`src/rtl/enc4to2_event_if.sv`:
```
// ---------------------------------------------------------------------------
// enc4to2_event_if
//   Valid/ready output channel of the sequential 4-to-2 event encoder.
//
//   Signals:
//     out_valid  producer -> consumer  code is valid this cycle
//     out_ready  consumer -> producer  consumer accepts code this cycle
//     code[1:0]  producer -> consumer  encoded index of the served request
//
//   Modports:
//     master  the encoder (drives out_valid/code, observes out_ready)
//     slave   the consumer (drives out_ready, observes out_valid/code)
// ---------------------------------------------------------------------------
interface enc4to2_event_if;
  logic       out_valid;
  logic       out_ready;
  logic [1:0] code;

  modport master (
    output out_valid,
    output code,
    input  out_ready
  );

  modport slave (
    input  out_valid,
    input  code,
    output out_ready
  );
endinterface

```
`src/rtl/enc4to2_event.sv`:
```
// ---------------------------------------------------------------------------
// enc4to2_event
//   Sequential 4-to-2 encoder. Four asynchronous request lines are
//   synchronized, each rising edge is captured as a pending event, and
//   pending events are drained one per transfer as a 2-bit code over a
//   valid/ready channel in a fixed priority order.
//
//   Parameters:
//     SYNC_STAGES  synchronizer flops per input bit (2..4)
//     HIGH_FIRST   1: bit 3 served first, 0: bit 0 served first
//
//   Ports:
//     clk          single clock, rising edge
//     rst_n        asynchronous active-low reset
//     d[3:0]       asynchronous request lines
//     E            capture enable (0 blocks new events, draining continues)
//     clr_ovf      synchronous clear of the overflow flag
//     any_pending  OR of the pending register
//     overflow     sticky: an event arrived on a bit that was still pending
//     bus          output channel (out_valid, out_ready, code)
// ---------------------------------------------------------------------------
module enc4to2_event #(
  parameter int SYNC_STAGES = 2,
  parameter bit HIGH_FIRST  = 1'b1
) (
  input  logic                   clk,
  input  logic                   rst_n,
  input  logic [3:0]             d,
  input  logic                   E,
  input  logic                   clr_ovf,
  output logic                   any_pending,
  output logic                   overflow,
  enc4to2_event_if.master        bus
);

  logic [SYNC_STAGES-1:0][3:0] sync_q;
  logic [3:0] s;
  logic [3:0] prev;
  logic [3:0] rise;
  logic [3:0] pending;
  logic [3:0] clr_mask;
  logic [3:0] pending_next;
  logic [1:0] sel_idx;
  logic       load;
  logic       ovf_set;

  // NOTE: the synchronizer chain is reset along with the rest of the state so
  // that a line held high across reset release yields exactly one rise event.
  always_ff @(posedge clk or negedge rst_n) begin
    if (!rst_n) begin
      sync_q <= '0;
    end else begin
      sync_q[0] <= d;
      for (int i = 1; i < SYNC_STAGES; i++) begin
        sync_q[i] <= sync_q[i-1];
      end
    end
  end

  assign s    = sync_q[SYNC_STAGES-1];
  assign rise = s & ~prev;

  // Output stage is free when empty or being drained this cycle. Only the
  // registered pending value is considered; a same-cycle rise waits a cycle.
  assign load = (~bus.out_valid | bus.out_ready) & (|pending);

  // NOTE: every always_comb output gets a default first so no latch is
  // inferred when no pending bit is set.
  always_comb begin
    sel_idx = '0;
    if (HIGH_FIRST) begin
      // Ascending scan: the last hit is the highest set bit.
      for (int i = 0; i < 4; i++) begin
        if (pending[i]) sel_idx = 2'(i);
      end
    end else begin
      // Descending scan: the last hit is the lowest set bit.
      for (int i = 3; i >= 0; i--) begin
        if (pending[i]) sel_idx = 2'(i);
      end
    end
  end

  assign clr_mask = load ? (4'b0001 << sel_idx) : 4'b0000;

  // A rise on a bit being served this cycle re-arms it instead of being lost,
  // so only bits that stay pending can overflow.
  assign pending_next = E ? ((pending & ~clr_mask) | rise) : (pending & ~clr_mask);
  assign ovf_set      = E & (|(rise & pending & ~clr_mask));

  // NOTE: sequential state uses non-blocking assignments so every register
  // samples the pre-edge values regardless of statement order.
  always_ff @(posedge clk or negedge rst_n) begin
    if (!rst_n) begin
      prev          <= '0;
      pending       <= '0;
      overflow      <= 1'b0;
      bus.out_valid <= 1'b0;
      bus.code      <= '0;
    end else begin
      prev     <= s;
      pending  <= pending_next;
      // Set has priority over a same-cycle clear.
      overflow <= ovf_set | (overflow & ~clr_ovf);
      if (load) begin
        bus.out_valid <= 1'b1;
        bus.code      <= sel_idx;
      end else if (bus.out_ready) begin
        // Accepted with nothing left to send; code keeps its last value.
        bus.out_valid <= 1'b0;
      end
    end
  end

  assign any_pending = |pending;

endmodule

```
`src/flat_wrapper.sv`:
```
// flat-port wrapper written by rule: the top's interface ports become plain ports
module enc4to2_event_flat 
#(
  parameter int SYNC_STAGES = 2,
  parameter bit HIGH_FIRST  = 1'b1
)
  (clk, rst_n, d, E, clr_ovf, any_pending, overflow, bus_out_valid, bus_code, bus_out_ready);
  enc4to2_event_if bus_i ();
  input  logic clk;
  input  logic rst_n;
  input  logic [3:0] d;
  input  logic E;
  input  logic clr_ovf;
  output logic any_pending;
  output logic overflow;
  output wire logic [$bits(bus_i.out_valid)-1:0] bus_out_valid;
  output wire logic [$bits(bus_i.code)-1:0] bus_code;
  input wire logic [$bits(bus_i.out_ready)-1:0] bus_out_ready;
  assign bus_out_valid = bus_i.out_valid;
  assign bus_code = bus_i.code;
  assign bus_i.out_ready = bus_out_ready;
  enc4to2_event #(.SYNC_STAGES(SYNC_STAGES), .HIGH_FIRST(HIGH_FIRST)) u_core (.clk(clk), .rst_n(rst_n), .d(d), .E(E), .clr_ovf(clr_ovf), .any_pending(any_pending), .overflow(overflow), .bus(bus_i));
endmodule
```
`config.mk`:
```
export PLATFORM = sky130hd
export DESIGN_NAME = enc4to2_event_flat
export DESIGN_NICKNAME = d
export VERILOG_FILES = /design/src/rtl/enc4to2_event_if.sv /design/src/rtl/enc4to2_event.sv /design/src/flat_wrapper.sv
export SDC_FILE = /design/constraint.sdc
export NUM_CORES = 1
export LEC_CHECK = 0
export CELL_PAD_IN_SITES_DETAIL_PLACEMENT = 1
export CELL_PAD_IN_SITES_GLOBAL_PLACEMENT = 1
export CORE_MARGIN = 1
export CORE_UTILIZATION = 41
export DETAILED_ROUTE_END_ITERATION = 6
export HOLD_SLACK_MARGIN = 0.12
export PLACE_DENSITY_LB_ADDON = 0.2
export SLEW_MARGIN = 20
export SYNTH_ARGS = -nofsm -noshare
export SYNTH_HDL_FRONTEND = slang
export SYNTH_SLANG_ARGS = --single-unit
```
`constraint.sdc`:
```
create_clock -name clk -period 2.66 [get_ports clk]
set_input_delay 0.266 -clock clk [delete_from_list [all_inputs] [get_ports clk]]
set_output_delay 0.266 -clock clk [all_outputs]
set_load 0.03 [all_outputs]
```
==> metrics <==
outcome=finished, final reports clean; top cells by area, synth=dfrtp_1 69%, o41ai_4 3.8%, nand2_1 3.1%; Die ar.=~1900 um^2; most frequent cell after synthesis=dfrtp_1; DR WL/cell=about 15 um; CTS tree=done; Post-synth EDFFs=0; DRC Markers=0; final setup violating endpoints=0; dpl ws=roughly 810 ps; Distinct cells, synth=20; drt initial violations=3; RSZ-0062 raised after global routing=no; vias in the first global route=500; io pins=14; Avg Vias per Cell=~5.3; net count after synthesis=63; H-tree Lvls=1; clock buffer depth=2; FF/Latch Area=500.5 um^2; antenna violations before repair=0; Die Ht=around 44 um; hold crit path type=reg2reg; DRT Wirelength=approximately 1300 um; Max-slew headroom=between 40% and 50%; DP Wirelength=887.5 um; total power draw=0.7749 mW; fillers=roughly 160; syn_area_per_cell=approximately 13 um^2; Fin Clk Skew=roughly 5.6 ps; # clock sinks=20; Die X=44.07 um; Root Driver=clkbuf_4; crit path cell chain=nor4_1, inv_1, clkdlybuf4s50_1; layout cell share with drive strength beyond 1=roughly 10%; number of synthesized register bits=20; hold_buf cts=0; main flop type after synthesis=dfrtp_1; Setup crit end kind=output pin; Lkg Pwr=0.4094 nW; Core Util, Final=58.17%; ys async rst share=between 90% and 100%; number of max-cap violations=0; peak supply drop=around 500 uV; final net count=80; GR Overflow Total=0; post-synth design cell area=roughly 730 um^2; startpoint types=register; Setup CP Type=reg2out; multi-input logic area=a little over 200 um^2; part of the cycle the worst path needs=a little over four fifths; first-pass GRT wire length=2297 um; Clock Latency Late Sink=roughly 300 ps; Initial Util=between 40% and 50%; largest net degree at the start of global routing=21; Worst path max stage delay=~600 ps; Syn. warnings=0; critical path arrival=1950 ps; GRT Total Usage=17.52%; Max Fclk=~450 MHz; Max Slew Vio Count=0; row cnt=14; Post-CTS Setup Inserts=0; Worst Max-Slew Pin Slew=approximately 840 ps; combined buffer and inverter count along the critical path=2; routed vias=roughly 460; most common library cells after synthesis=20 x dfrtp_1, 6 x nand2_1, 4 x o21ai_0; Fin Setup TNS=0 ps; final worst slack=444.2 ps; TritonCTS buffer count=3; fin crit period=2216 ps; critical path fanouts, max=8; CP max stage cell=clkdlybuf4s50_1; DRT antenna net count=0; synthesis-to-finish area growth=26.38%; CP required=between 2000 and 2500 ps; Antenna Cells=0; Hold Vio Cnt, Final=0; Synth top area share=between 60 and 70%; PortBufs=13; DRT Pass-1 Iters=5; Yosys top cell by area=dfrtp_1; RD Place Congestion=about 0.74; Crit path max-delay family=buffers and inverters; post-CTS sizing=0; Mapped Cells=54; CORE AREA=between 1500 and 2000 um^2; PwrDens=approximately 840 nW/um^2; clock slew at the register clock pins of the worst setup and hold paths=~110 ps; sequential share of the synthesized area=68.97%
cell type report:
| type | count | share of cell area (%) |
|---|---|---|
| Inverter | 3 | 1.228 |
| Tap cell | 16 | 2.183 |
| Clock inverter | 1 | 3.274 |
| Sequential cell | 20 | 54.57 |
| Clock buffer | 3 | 2.456 |
| Multi-Input combinational cell | 30 | 22.10 |
| Timing Repair Buffer | 13 | 14.19 |
kinds of logic after synthesis:
group                  after synthesis  synth area share (%)
buffers and inverters                4                 3.103
flip-flops                          20                 68.97
AO/OA/AOI/OAI                       11                 12.93
AND/OR/NAND/NOR                     19                 15.00
power by group:
part           internal (mW)  total, mW  switching, mW
combinational         0.0744      0.161         0.0866
clock                  0.152      0.243         0.0907
sequential             0.338      0.371         0.0332
total                  0.564      0.775          0.210
metal layers:
| layer | GRT usage (%) | vias up | wire, um |
|---|---|---|---|
| li1 | - | 221 | - |
| met1 | 20.17 | 219 | 526 |
| met2 | 29.41 | 11 | 737 |
| met3 | 3.673 | 4 | 39 |
| met4 | 11.52 | 0 | 19 |
| met5 | 0 | - | 0 |
cell usage in the layout (no fill, tap or decap):
cell             netlist  final
nor2b_4                1      1
o21ai_0                4      4
nand3_1                1      1
and3b_1                1      1
o22ai_1                2      2
nor2_1                 3      3
o41ai_4                1      1
clkbuf_4               0      3
nor2b_1                1      1
nand3b_1               3      3
a32o_1                 1      1
inv_1                  3      3
o31ai_2                1      1
a31oi_1                1      1
nand2_1                6      6
or3_1                  1      1
nand2b_1               1      1
clkdlybuf4s50_1        0     13
bufinv_16              0      1
nor4_1                 1      1
a21oi_1                1      1
dfrtp_1               20     20
metrics by stage:
| stage | cell area, um^2 | cells | hold slack, ps |
|---|---|---|---|
| 2_1_floorplan | 725.7 | 54 | -29.59 |
| 3_3_place_gp | 864.6 | 82 | 334.3 |
| 3_5_place_dp | 864.6 | 82 | 337.9 |
| 4_1_cts | 917.1 | 86 | 364.8 |
| 5_1_grt | 917.1 | 86 | 368.2 |
| 6_report | 917.1 | 86 | 361.5 |
final timing paths:
| path | start | endpoint | slack [ps] | cells past startpoint |
|---|---|---|---|---|
| min in group asynchronous | rst_n | u_core.sync_q[3] | 440 | 1 |
| worst min register to register | u_core.sync_q[0] | u_core.s[0] | 360 | 0 |
| worst min-delay path | u_core.sync_q[0] | u_core.s[0] | 360 | 0 |
| worst max register to register | u_core.pending[3] | u_core.overflow | 1190 | 3 |
| max in group asynchronous | rst_n | u_core.s[2] | 1710 | 1 |
| worst max-delay path | u_core.pending[3] | any_pending | 440 | 3 |
registers in the layout (all words and copies together) (netlist names):
signal and cells:
u_core.overflow 1, u_core.prev 4, u_core.sync_q 4, u_core.pending 4, u_core.s 4, u_core.bus.code 2, u_core.bus.out_valid 1
Power figures use the tool's default switching activity.
